`config.mk`:
```
export PLATFORM = sky130hd
export DESIGN_NAME = ticker_sched
export DESIGN_NICKNAME = d
export VERILOG_FILES = /design/src/rtl/ticker_sched.sv
export SDC_FILE = /design/constraint.sdc
export NUM_CORES = 1
export LEC_CHECK = 0
export CORE_MARGIN = 4
export CORE_UTILIZATION = 45
export CTS_CLUSTER_DIAMETER = 40
export DETAILED_ROUTE_END_ITERATION = 12
export DONT_BUFFER_PORTS = 1
export GPL_ROUTABILITY_DRIVEN = 0
export HOLD_SLACK_MARGIN = 0.02
export RECOVER_POWER = 50
export SKIP_CTS_REPAIR_TIMING = 1
export SLEW_MARGIN = 20
export SYNTH_ARGS = -nofsm -noshare
export SYNTH_HDL_FRONTEND = slang
export SYNTH_SLANG_ARGS = --single-unit
```
`constraint.sdc`:
```
create_clock -name i_clk -period 3.3 [get_ports i_clk]
set_input_delay 0.495 -clock i_clk [delete_from_list [all_inputs] [get_ports i_clk]]
set_output_delay 0.495 -clock i_clk [all_outputs]
set_load 0.005 [all_outputs]
```
`src/rtl/ticker_sched.sv`:
```
// Sequencer for a shift-register character ticker: loads a short message, then rotates it.
// Optional auto-stop after ROTATIONS revolutions is enabled by defining TICKER_AUTOSTOP_EN.
module ticker_sched #(
    parameter int unsigned DEPTH     = 5,
    parameter int unsigned TICK_DIV  = 4,
    parameter int unsigned ROTATIONS = 2
) (
    input  logic       i_clk,
    input  logic       i_reset,
    input  logic       i_start,
    input  logic       i_stop,
    input  logic       i_pause,
    input  logic       i_msg_sel,
    output logic       o_shift_en,
    output logic [6:0] o_char,
    output logic       o_lock,
    output logic       o_busy,
    output logic       o_done,
    output logic [1:0] o_state
);

    localparam int unsigned TICKS = ROTATIONS * DEPTH;
    localparam int unsigned DIV_W = (TICK_DIV > 1) ? $clog2(TICK_DIV) : 1;
    localparam int unsigned TCK_W = (TICKS > 1) ? $clog2(TICKS) : 1;
    localparam logic [DIV_W-1:0] DIV_LAST = DIV_W'(TICK_DIV - 1);
    localparam logic [TCK_W-1:0] TCK_LAST = TCK_W'(TICKS - 1);
    localparam logic [2:0]       IDX_LAST = 3'(DEPTH - 1);

    localparam logic [6:0] SEG_H     = 7'b0001001;
    localparam logic [6:0] SEG_E     = 7'b0000110;
    localparam logic [6:0] SEG_L     = 7'b1000111;
    localparam logic [6:0] SEG_O     = 7'b1000000;
    localparam logic [6:0] SEG_C     = 7'b1000110;
    localparam logic [6:0] SEG_A     = 7'b0001000;
    localparam logic [6:0] SEG_F     = 7'b0001110;
    localparam logic [6:0] SEG_BLANK = 7'b1111111;

    typedef enum logic [1:0] {
        S_IDLE   = 2'd0,
        S_LOAD   = 2'd1,
        S_ROTATE = 2'd2
    } state_t;

    state_t           r_state, w_state_d;
    logic [2:0]       r_idx, w_idx_d;
    logic [DIV_W-1:0] r_div, w_div_d;
    logic [TCK_W-1:0] r_tick, w_tick_d;
    logic             r_msg_sel, w_msg_sel_d;
    logic             r_done, w_done_d;

    logic             w_active;
    logic             w_strobe;
    logic [DIV_W-1:0] w_div_next;
    logic [6:0]       w_entry;

    assign w_active   = (r_state == S_LOAD) || (r_state == S_ROTATE);
    assign w_strobe   = w_active && !i_pause && (r_div == DIV_LAST);
    assign w_div_next = (r_div == DIV_LAST) ? '0 : r_div + DIV_W'(1);

    // Entries past the message length are blanks; entries past DEPTH are never reached.
    always_comb begin
        w_entry = SEG_BLANK;
        if (!r_msg_sel) begin
            case (r_idx)
                3'd0:    w_entry = SEG_H;
                3'd1:    w_entry = SEG_E;
                3'd2:    w_entry = SEG_L;
                3'd3:    w_entry = SEG_L;
                3'd4:    w_entry = SEG_O;
                default: w_entry = SEG_BLANK;
            endcase
        end else begin
            case (r_idx)
                3'd0:    w_entry = SEG_C;
                3'd1:    w_entry = SEG_A;
                3'd2:    w_entry = SEG_F;
                3'd3:    w_entry = SEG_E;
                default: w_entry = SEG_BLANK;
            endcase
        end
    end

    always_comb begin
        w_state_d   = r_state;
        w_idx_d     = r_idx;
        w_div_d     = r_div;
        w_tick_d    = r_tick;
        w_msg_sel_d = r_msg_sel;
        w_done_d    = 1'b0;

        if (i_stop) begin
            w_state_d = S_IDLE;
            w_idx_d   = '0;
            w_div_d   = '0;
            w_tick_d  = '0;
        end else begin
            case (r_state)
                S_IDLE: begin
                    if (i_start) begin
                        w_state_d   = S_LOAD;
                        w_msg_sel_d = i_msg_sel;
                        w_idx_d     = '0;
                        w_div_d     = '0;
                        w_tick_d    = '0;
                    end
                end
                S_LOAD: begin
                    if (!i_pause) begin
                        w_div_d = w_div_next;
                    end
                    if (w_strobe) begin
                        if (r_idx == IDX_LAST) begin
                            w_state_d = S_ROTATE;
                            w_idx_d   = '0;
                        end else begin
                            w_idx_d = r_idx + 3'd1;
                        end
                    end
                end
                S_ROTATE: begin
                    if (!i_pause) begin
                        w_div_d = w_div_next;
                    end
                    if (w_strobe) begin
`ifdef TICKER_AUTOSTOP_EN
                        if (r_tick == TCK_LAST) begin
                            w_state_d = S_IDLE;
                            w_tick_d  = '0;
                            w_done_d  = 1'b1;
                        end else begin
                            w_tick_d = r_tick + TCK_W'(1);
                        end
`else
                        w_tick_d = (r_tick == TCK_LAST) ? '0 : r_tick + TCK_W'(1);
`endif
                    end
                end
                default: begin
                    // Illegal encoding recovers to IDLE.
                    w_state_d = S_IDLE;
                    w_idx_d   = '0;
                    w_div_d   = '0;
                    w_tick_d  = '0;
                end
            endcase
        end
    end

    always_ff @(posedge i_clk or posedge i_reset) begin
        if (i_reset) begin
            r_state   <= S_IDLE;
            r_idx     <= '0;
            r_div     <= '0;
            r_tick    <= '0;
            r_msg_sel <= 1'b0;
            r_done    <= 1'b0;
        end else begin
            r_state   <= w_state_d;
            r_idx     <= w_idx_d;
            r_div     <= w_div_d;
            r_tick    <= w_tick_d;
            r_msg_sel <= w_msg_sel_d;
            r_done    <= w_done_d;
        end
    end

    assign o_shift_en = w_strobe;
    assign o_char     = (r_state == S_LOAD) ? w_entry : SEG_BLANK;
    assign o_lock     = (r_state == S_ROTATE);
    assign o_busy     = (r_state != S_IDLE);
    assign o_done     = r_done;
    assign o_state    = r_state;

endmodule

```
==> results.cfg <==
[sta]
period_share = 0.669
post-route-min-period_ns = 2.21
rsz0062_at_grt = no
hold_viol = 0
max_freq_mhz = 453
maxSlewViolCount = 0
finClkSkew_ns = 0.00207
fin_tns_setup_ns = 0
setup_violations = 0
hold_ws_ns = 0.0770

[synthesis]
yosysMostFrequentCell = ha_1
async_flop_share = 1.00
synth_cells = 89
synth_area_leaders = dfrtp_1, ha_1, inv_1
syn-num-nets = 105
synth.top_cell.area_share = 0.256
synth_top_cell_by_area = dfrtp_1
ys_seq_area_frac = 0.256
synth_common_cells = ha_1, inv_1, dfrtp_1, nand2_1
netlist-cell-type-count = 37
ys_warn_count = 0
ys.flop_type = dfrtp_1
syn-cell-area_um2 = 783
syn_area_per_cell_um2 = 8.80
synth_edf_count = 0
ys_ff_latch = 8

[grt]
grt_pass1_vias = 532
gr-total-overflow = 0
antenna_found_initial = 0
grt_max_degree = 9
grt_pass1_wl_mm = 2.44
grtUsageTotal = 0.125

[cells_and_area]
nNetsFinal = 106
final_area_um2 = 798
syn_to_final_growth_pct = 1.92
diodes = 0
final-instance-count-excl-fill = 104
layout-drive-gt1-share = 0.159

[clocking]
clk_pin_slew_ns = 0.05
insertion_delay_ns = 0.25
cts.sinks = 8
ctsLongestPathBuffers = 2
h-tree-depth = 1
cts-root-buf = clkbuf_4
cts_tree = done
numCtsBuffers = 3

[routing]
wl_mm = 1.45
via_per_inst = 5.78
antenna_left = 0
drt_pass1_iterations = 4
post_drt_wl_per_cell_um = 13.9
drtIter0Drc = 16
drc = 0
vias = 601

[critical_path]
max_stage_delay_ns = 0.39
reg2reg_to = r_idx[2]$_DFFE_PP0P_
rrSetupSlack_ns = 1.56
path_cells = inv_1, ha_1, nand2_1, a2111oi_2, o31ai_1
required_ns = 2.80
startpoint_type = register
r2r_start = o_state[1]$_DFFE_PP0P_
critical_path_peak_fanout = 8
startpoint = r_idx[0]$_DFFE_PP0P_
critPathSlowestCell = dfrtp_1
cp_data_arrival_time_ns = 1.71
path_class = reg2out
reg2reg_depth = 6
crit_path_end_kind = output port

[power]
ir_drop_mv = 0.317
power_density_nw_per_um2 = 617
p_leak_nw = 0.371

[die]
die_area_um2 = 2470
initial_core_util = 0.497
fp.dieW_um = 49.7
die-height_um = 49.7
coreArea_um2 = 1580
boundaryPins = 19
num_rows = 14

[place]
place_area_um2 = 776
dp.cells = 101
portBuffers = 0
hpwlAfterDp_mm = 1.16

[worst_hold_path]
hp-class = in2async

[run_status]
outcome = completed

[flow_run]
maxCapViolCount = 0
[layout make-up]
type	instances	area, um^2
fillers	153	778
inverters	10	37.5
well taps	16	20.0
multi-input cells	67	518
flip-flops and latches	8	200
clock buffers	3	22.5
[power breakdown]
group,switching [mW],internal (mW)
Clock,0.0310,0.0415
Sequential,0.0228,0.119
Combinational,0.167,0.112
[flip-flops by register name, indices dropped and copies added (netlist names)]
register	cells
o_state	2
r_div	2
r_idx	3
r_msg_sel	1
[cells in the final DEF (no fill, tap or decap), drive strengths merged, types with 2 or more instances in the layout]
cell and count:
dfrtp 8, mux2i 3, o21ai 5, ha 10, nor2 4, a21oi 6
nand2b 4, nand2 9, clkbuf 3, nor3 2, inv 10, mux2 2
nand3 4
[routing by layer]
| metal | part of all wire | GRT usage | up-vias | wire, um |
|---|---|---|---|---|
| li1 | - | - | 308 | - |
| met1 | 0.51 | 0.181 | 279 | 740 |
| met2 | 0.43 | 0.174 | 14 | 617 |
| met3 | 0.061 | 0.0663 | 0 | 88 |
| met4 | 0 | 0 | 0 | 0 |
| met5 | 0 | 0 | - | 0 |
[cell families (layout without fill, tap and decap cells)]
kind of cell,Yosys count,after routing,synth area share
other,1,1,0.00479
multiplexers,5,5,0.0719
AO/OA/AOI/OAI,22,22,0.209
buffers and inverters,14,13,0.0831
AND/OR/NAND/NOR,29,29,0.216
flip-flops,8,8,0.256
adder cells (fa/ha/maj),10,10,0.160
[worst max-delay path by stage]
stage / endpoint / slack [ns] / depth (start not counted)
6_report: o_char[3] / 1.09 / 5
5_1_grt: o_char[3] / 0.92 / 5
4_1_cts: o_char[3] / 1.07 / 5
3_5_place_dp: o_char[3] / 1.35 / 5
3_3_place_gp: o_char[3] / 1.42 / 5
2_1_floorplan: o_char[2] / 1.42 / 8
[critical path, delay by kind of cell (launching register included)]
| family | cells | cell delay [ns] |
|---|---|---|
| AO/OA/AOI/OAI | 2 | 0.52 |
| flip-flops | 1 | 0.39 |
| adder cells (fa/ha/maj) | 1 | 0.30 |
| AND/OR/NAND/NOR | 1 | 0.13 |
| buffers and inverters | 1 | 0.12 |
[per-stage QoR]
stage          power [mW]  worst slack (ns)  utilization
4_1_cts             0.499              1.07        0.506
3_5_place_dp        0.422              1.35        0.492
2_1_floorplan       0.391              1.42            -
3_3_place_gp        0.419              1.42        0.492
6_report            0.492              1.09        0.506
5_1_grt             0.545             0.920        0.506
(Power assumes the default switching activity.)
